==> src/rtl/mem_pkg.sv <==
// Shared encodings and helpers for the data-memory access path.
// Used by mem_access_unit and by the load alignment logic.
package mem_pkg;

   localparam logic [1:0] SZ_BYTE = 2'b00;
   localparam logic [1:0] SZ_HALF = 2'b01;
   localparam logic [1:0] SZ_WORD = 2'b10;

   typedef enum logic [1:0] {IDLE, REQ, WAIT, DONE} memStateT;

   // Little-endian byte strobes; the reserved size behaves as a word.
   function automatic logic [3:0] gen_strobe(input logic [1:0] size, input logic [1:0] addrLo);
      case (size)
         SZ_BYTE: gen_strobe = 4'b0001 << addrLo;
         SZ_HALF: gen_strobe = 4'b0011 << {addrLo[1], 1'b0};
         default: gen_strobe = 4'b1111;
      endcase
   endfunction

   function automatic logic misaligned(input logic [1:0] size, input logic [1:0] addrLo);
      case (size)
         SZ_BYTE: misaligned = 1'b0;
         SZ_HALF: misaligned = addrLo[0];
         default: misaligned = |addrLo;
      endcase
   endfunction

endpackage

==> src/rtl/load_align.sv <==
// Extracts the addressed byte/half from a raw bus word and sign/zero extends it.
// Purely combinational so other load paths can reuse it.
module load_align
   import mem_pkg::*;
(
   input  logic [31:0] rawWord,
   input  logic [1:0]  offset,
   input  logic [1:0]  size,
   input  logic        isSigned,
   output logic [31:0] result
);

   logic [7:0]  byteLane;
   logic [15:0] halfLane;

   always_comb begin
      case (offset)
         2'd0:    byteLane = rawWord[7:0];
         2'd1:    byteLane = rawWord[15:8];
         2'd2:    byteLane = rawWord[23:16];
         default: byteLane = rawWord[31:24];
      endcase
      halfLane = offset[1] ? rawWord[31:16] : rawWord[15:0];
   end

   always_comb begin
      case (size)
         SZ_BYTE: result = {{24{isSigned & byteLane[7]}}, byteLane};
         SZ_HALF: result = {{16{isSigned & halfLane[15]}}, halfLane};
         default: result = rawWord;
      endcase
   end

endmodule

==> src/rtl/mem_access_unit.sv <==
// Turns a MEM-stage load/store into one strobed bus transaction, stalling the
// pipeline until it completes, and flags misalignment and bus timeouts.
module mem_access_unit
   import mem_pkg::*;
#(
   parameter int unsigned TIMEOUT_CYCLES = 255,
   parameter int unsigned CNT_W          = 16
) (
   input  logic        clk,
   input  logic        rst,
   input  logic        req_valid,
   input  logic        req_we,
   input  logic [1:0]  req_size,
   input  logic        req_signed,
   input  logic [31:0] req_addr,
   input  logic [31:0] req_wdata,
   output logic [31:0] rdata,
   output logic        stall,
   output logic        addr_err,
   output logic        bus_err,
   output logic        bus_req,
   output logic        bus_we,
   output logic [31:0] bus_addr,
   output logic [3:0]  bus_wstrb,
   output logic [31:0] bus_wdata,
   input  logic        bus_gnt,
   input  logic        bus_rvalid,
   input  logic [31:0] bus_rdata
);

   memStateT   state;
   logic [CNT_W-1:0] count;
   logic [1:0] laneOff;
   logic [1:0] accSize;
   logic       accSigned;
   logic       isMisaligned;
   logic       timeoutHit;
   logic [31:0] wdataRep;
   logic [31:0] alignedData;

   assign isMisaligned = misaligned(req_size, req_addr[1:0]);
   assign addr_err     = req_valid & isMisaligned;
   assign timeoutHit   = (count == CNT_W'(TIMEOUT_CYCLES - 1));

   // Gated by reset so the pipeline is released the instant reset asserts.
   assign stall = rst & (((state == IDLE) & req_valid & ~isMisaligned) |
                         (state == REQ) | (state == WAIT));

   always_comb begin
      case (req_size)
         SZ_BYTE: wdataRep = {4{req_wdata[7:0]}};
         SZ_HALF: wdataRep = {2{req_wdata[15:0]}};
         default: wdataRep = req_wdata;
      endcase
   end

   load_align uAlign (
      .rawWord  (bus_rdata),
      .offset   (laneOff),
      .size     (accSize),
      .isSigned (accSigned),
      .result   (alignedData)
   );

   always_ff @(posedge clk or negedge rst) begin
      if (!rst) begin
         state     <= IDLE;
         count     <= '0;
         laneOff   <= '0;
         accSize   <= '0;
         accSigned <= 1'b0;
         bus_req   <= 1'b0;
         bus_we    <= 1'b0;
         bus_addr  <= '0;
         bus_wstrb <= '0;
         bus_wdata <= '0;
         rdata     <= '0;
         bus_err   <= 1'b0;
      end else begin
         case (state)
            IDLE: begin
               if (req_valid && !isMisaligned) begin
                  bus_req   <= 1'b1;
                  bus_we    <= req_we;
                  bus_addr  <= {req_addr[31:2], 2'b00};
                  bus_wstrb <= gen_strobe(req_size, req_addr[1:0]);
                  bus_wdata <= wdataRep;
                  laneOff   <= req_addr[1:0];
                  accSize   <= req_size;
                  accSigned <= req_signed;
                  count     <= '0;
                  state     <= REQ;
               end
            end
            REQ: begin
               count <= count + CNT_W'(1);
               // A read granted together with its data skips WAIT entirely.
               if (bus_gnt && (bus_we || bus_rvalid)) begin
                  bus_req <= 1'b0;
                  if (!bus_we) rdata <= alignedData;
                  state <= DONE;
               end else if (timeoutHit) begin
                  bus_req <= 1'b0;
                  rdata   <= '0;
                  bus_err <= 1'b1;
                  state   <= DONE;
               end else if (bus_gnt) begin
                  bus_req <= 1'b0;
                  state   <= WAIT;
               end
            end
            WAIT: begin
               count <= count + CNT_W'(1);
               if (bus_rvalid) begin
                  rdata <= alignedData;
                  state <= DONE;
               end else if (timeoutHit) begin
                  rdata   <= '0;
                  bus_err <= 1'b1;
                  state   <= DONE;
               end
            end
            DONE: begin
               bus_err <= 1'b0;
               count   <= '0;
               state   <= IDLE;
            end
            default: state <= IDLE;
         endcase
      end
   end

endmodule

==> config.mk <==
export PLATFORM = sky130hd
export DESIGN_NAME = mem_access_unit
export DESIGN_NICKNAME = d
export VERILOG_FILES = /design/src/rtl/mem_pkg.sv /design/src/rtl/load_align.sv /design/src/rtl/mem_access_unit.sv
export SDC_FILE = /design/constraint.sdc
export NUM_CORES = 1
export LEC_CHECK = 0
export ABC_AREA = 1
export BUFFER_PORTS_ARGS = -buffer_cell sky130_fd_sc_hd__buf_2
export CORE_MARGIN = 3
export CORE_UTILIZATION = 50
export CTS_BUF_LIST = sky130_fd_sc_hd__clkbuf_8
export DETAILED_ROUTE_END_ITERATION = 10
export PLACE_DENSITY = 0.77
export SYNTH_ARGS = -nofsm -noshare
export SYNTH_HDL_FRONTEND = slang
export SYNTH_HIERARCHICAL = 1
export SYNTH_SLANG_ARGS = --single-unit
==> constraint.sdc <==
create_clock -name clk -period 2.1 [get_ports clk]
set_input_delay 0.42 -clock clk [delete_from_list [all_inputs] [get_ports clk]]
set_output_delay 0.42 -clock clk [all_outputs]
set_load 0.005 [all_outputs]
# --- Yosys cells after proc, flatten, opt, wreduce, memory -nomap -nowiden ---
# Cells that the tools add are included.
classes:
  n_addsub: 1
  n_eq_ne: 14
  shifts: 2
  muxes: 29
  bitwise: 9
  reduce_logical: 18
op_table:
  columns: ["operator", "count"]
  rows:
  - ["32-bit one-hot mux with 2 select lines", 3]
  - ["32-bit 2-to-1 mux", 4]
  - ["16-bit one-hot mux with 3 select lines", 1]
  - ["16-bit 2-to-1 mux", 2]
  - ["8-bit one-hot mux with 3 select lines", 1]
  - ["16-bit by 1-bit adder with 16-bit output (second input constant)", 1]
  - ["16-bit by 8-bit equality test with 1-bit output (second input constant)", 1]
  - ["2-bit 2-to-1 mux", 6]
  - ["3-bit AND reduction", 3]
  - ["2-bit by 1-bit equality test with 1-bit output (second input constant)", 4]
  - ["2-bit logical NOT", 4]
  - ["2-bit one-hot mux with 4 select lines", 1]
  - ["4-bit one-hot mux with 2 select lines", 1]
  - ["1-bit 2-to-1 mux", 7]
  - ["1-bit AND", 6]
  - ["2-bit equality test (second input constant)", 3]
  - ["3-bit inequality test (second input constant)", 2]
  - ["2-bit inequality test (second input constant)", 2]
  - ["4-bit by 3-bit inequality test with 1-bit output (second input constant)", 1]
  - ["1-bit one-hot mux with 2 select lines", 2]
  - ["2-bit AND reduction", 2]
  - ["2-bit nonzero test", 2]
  - ["2-bit OR reduction", 2]
  - ["1-bit by 2-bit << shifter with 4-bit output (first input constant)", 1]
  - ["other kinds (9)", 11]
word_totals:
  regBits: 124
  inputBits: 105
  output_inout_bits: 105

# --- Longest topological paths before layout ---
depth:
  ltp_word: 7
  depth_mapped: 11
  mapped_depth_nobuf: 11

# --- Hierarchy ---
# The synthesis kept the hierarchy.
by_module_without_submodules:
  columns: ["module", "n_inst", "cells_each", "area_per_inst_um2"]
  rows:
  - ["mem_access_unit", 1, 686, 5675.4]
  - ["load_align", 1, 156, 733.2]

# --- Least setup slack after synthesis ---
# OpenSTA, ideal clock, no wires.
synth_timing:
  path_kind: "reg-to-output"
  startpoint: "register state[0]"
  endpoint: "output port stall"
  arrival_time_ns: 1.236
  required_time_ns: 1.680
  slack_ns: 0.444
  path_stages_with_launch: 7
  path_buffers: 1
  path_cell_list: "dfrtp_1 inv_1 ha_1 nand3_2 inv_2 buf_6 o31a_1"
synth_between:
  elab_chain_cells: 6
  word_cells_on_any_way: 8
  classes_between: "2 x eq/ne; 5 x bitwise; 1 x reduce/logical"
synth_rtl:
  columns: ["item", "line", "rtl"]
  rows:
  - ["start: declaration", "mem_access_unit.sv:31", "memStateT state;"]
  - ["start signal: assignment", "mem_access_unit.sv:67", "state <= IDLE;"]
  - ["start signal: assignment", "mem_access_unit.sv:92", "state <= REQ;"]
  - ["start signal: assignment", "mem_access_unit.sv:101", "state <= DONE;"]
  - ["2-bit logical NOT", "mem_access_unit.sv:46", "assign stall = rst & (((state == IDLE) & req_valid & ~isMisaligned) |"]
  - ["1-bit AND (2 in a row)", "mem_access_unit.sv:46", null]
  - ["1-bit OR", "mem_access_unit.sv:46", null]
  - ["1-bit OR (*)", "mem_access_unit.sv:47", "(state == REQ) | (state == WAIT));"]
  - ["1-bit AND (*)", "mem_access_unit.sv:46", null]
  - ["end: declaration", "mem_access_unit.sv:18", "output logic stall,"]
# Mark *: on every way between the ends. The rest lies on a longest branch, timed or not.

# --- Worst setup path after layout ---
# Same ends and word-level chain as after synthesis.

==> metrics.cfg <==
[drt]
vias_per_cell=5.04
detail_route.wl_per_cell_um=14.5
num_vias=6170
antenna_left=0
drt_iter0_markers=477
drc=0
firstDrtPassIters=5
finalWirelength_mm=17.8

[cells_and_area]
area_delta_synth_final_pct=23.9
multi_input_area_sq_um=2840
fill_cells=1118
finalNetCount=1154
drive_above_1_share_pct=27.2
n_antenna_cell=0
seq_area_sq_um=3100

[timing]
fin_crit_ns=2.04
setup_ws_ns=0.0564
max_freq_mhz=489
finalCritPeriodShare_pct=97.3
relSlewSlack_pct=56.1
rsz0062_at_grt=true
finalSetupViolations=0
drv_slew=0
hold_viol_final=0
setup_tns_ns=0
tightest_slew_ns=0.658
skew_ns=0.0137

[placement]
port_buffers=207
dp_slack_ns=0.167
gp_congestion=0.913
place_hpwl_mm=12.8

[pwr]
fin_total_pwr_uw=10300
power_leakage_uw=0.00448
ir_drop_mv=0.686
power.density_nw_per_um2=1290

[logic_synthesis]
yosysTopAreaCellShare_pct=48.4
syn_avg_cell_area_sq_um=7.61
yosys-top-cells-area=dfrtp_1 48%, nand2_1 20%, nand3_1 6.2%
synth_flop_cell=dfrtp_1
synth_common_cells=344 x nand2_1, 124 x dfrtp_1, 79 x nand3_1
synth_edf_count=0
yosysMostFrequentCell=nand2_1
synth_seq_cells=124
synth_warnings=6
syn_area_sq_um=6410
ys_seq_area_share_pct=48.4
ys_types=34
synth_top_area_cell=dfrtp_1
syn_inst=842
async_flop_share_pct=100

[clocking]
clock_latency_ns=0.44
ctsHoldBuffers=0
clock_path_buffers=2
clk_pin_slew_worst_paths_ns=0.07
cts_buffers=17
cts_tree=built
cts.sinks=124
htree_levels=4
ctsRootBufferMaster=clkbuf_8

[global_route]
gr-usage-met2_pct=41.7
grt_overflow=0
use_met1_pct=32.9
busiest_layer=met2
grtUsageMet3_pct=8.45
antenna_found_initial=0
track_usage_pct=25.5
grt_max_degree=125
grt_pass1_vias=5994
grt_pass1_wl_mm=29.1

[setup_path]
r2r_slack_ns=0.21
cp_max_fo=4
critical_path_class=reg2out
r2r_cells=9
critPathLaunchType=register
cp.arrival_ns=1.62
r2r_end=rdata[15]
required_ns=1.68
cp-end-kind=output port
r2r_start=state[0]

[die]
die_y_um=119
coreArea_sq_um=12300
io_pins=210
start_util_pct=52.3
rows=40
die_area_sq_um=14200
die_w_um=119

[run_status]
outcome=complete, no violations

[worst_hold_path]
hold_path.class=in2async

[flow_run]
drv_cap=0

-- cells by family (layout without fill, tap and decap cells) --
group	Yosys count	after routing	share of synthesized area (%)
compound gates	113	113	9.76
flops	124	124	48.4
buf+inv	101	313	7.71
xor+xnor	1	1	0.137
other cells	1	2	0.0585
simple gates	495	495	32.5
fa+ha+maj	7	7	1.37
-- power breakdown --
part	total (uW)	internal [uW]	switching [uW]
Sequential	3940	3320	620
Clock	1980	1000	979
Combinational	4330	1770	2560
-- flip-flops by register name, indices dropped and copies added, names as in the netlist --
name and flops:
accSigned 1, accSize 2, bus_addr 30, bus_err 1, bus_req 1, bus_wdata 32
bus_we 1, bus_wstrb 4, count 16, laneOff 2, rdata 32, state 2
-- metrics by stage --
stage	cells	hold WS, ns	utilization, %	area, sq um
finish	1223	0.104	64.8	7940
global route	1223	0.128	64.8	7940
CTS	1221	0.119	64.5	7910
detailed placement	1187	0.459	61.3	7510
global placement	1187	0.458	61.3	7510
floorplan	843	0.124	-	6410
-- placed cells by master, fill, tap and decap left out, types with 10 or more instances in the layout --
| cell | netlist | routed |
|---|---|---|
| nand2_1 | 344 | 344 |
| o211ai_1 | 10 | 10 |
| clkbuf_8 | 0 | 19 |
| inv_1 | 48 | 48 |
| buf_4 | 14 | 15 |
| o21ai_0 | 44 | 44 |
| a21oi_1 | 40 | 40 |
| nor2_1 | 37 | 37 |
| o21ai_1 | 10 | 10 |
| buf_2 | 14 | 206 |
| dfrtp_1 | 124 | 124 |
| nand3_1 | 79 | 79 |
| nand4_1 | 13 | 13 |
-- per-layer routing --
layer	wire [um]	vias to the layer above
met5	0	-
met4	189	0
met3	1350	20
met2	8640	220
met1	7600	2828
li1	-	3102
-- cell type report --
type	count	area share, %
sequential	124	39.1
multi-input combinational	618	35.7
timing repair buffer	224	15.0
clock buffer	19	3.29
inverter	57	2.73
tap	168	2.65
clock inverter	13	1.48
-- worst max-delay path by stage --
stage	from	endpoint	slack, ns	cells past startpoint
after floorplan	state[0]	stall	0.44	6
after global placement	req_size[0]	bus_wstrb[3]	0.24	9
after detailed placement	req_size[0]	bus_wstrb[3]	0.17	9
after CTS	state[0]	stall	0.04	6
after global routing	state[0]	stall	-0.05	6
final	state[0]	stall	0.06	6
-- worst max-delay path, cell delays in order (launching register included) --
cell and delay, ns:
dfrtp_1 0.42, inv_2 0.08, ha_4 0.19, nand3_4 0.10, inv_4 0.04, o31a_1 0.23
buf_2 0.13
-- timing repair --
action / in CTS / in global routing
setup endpoints to repair: 1 / 1
buffers inserted: 2 / 2
gates cloned: 0 / 0
gates resized for setup: 1 / 5
Power figures use the tool's default switching activity.
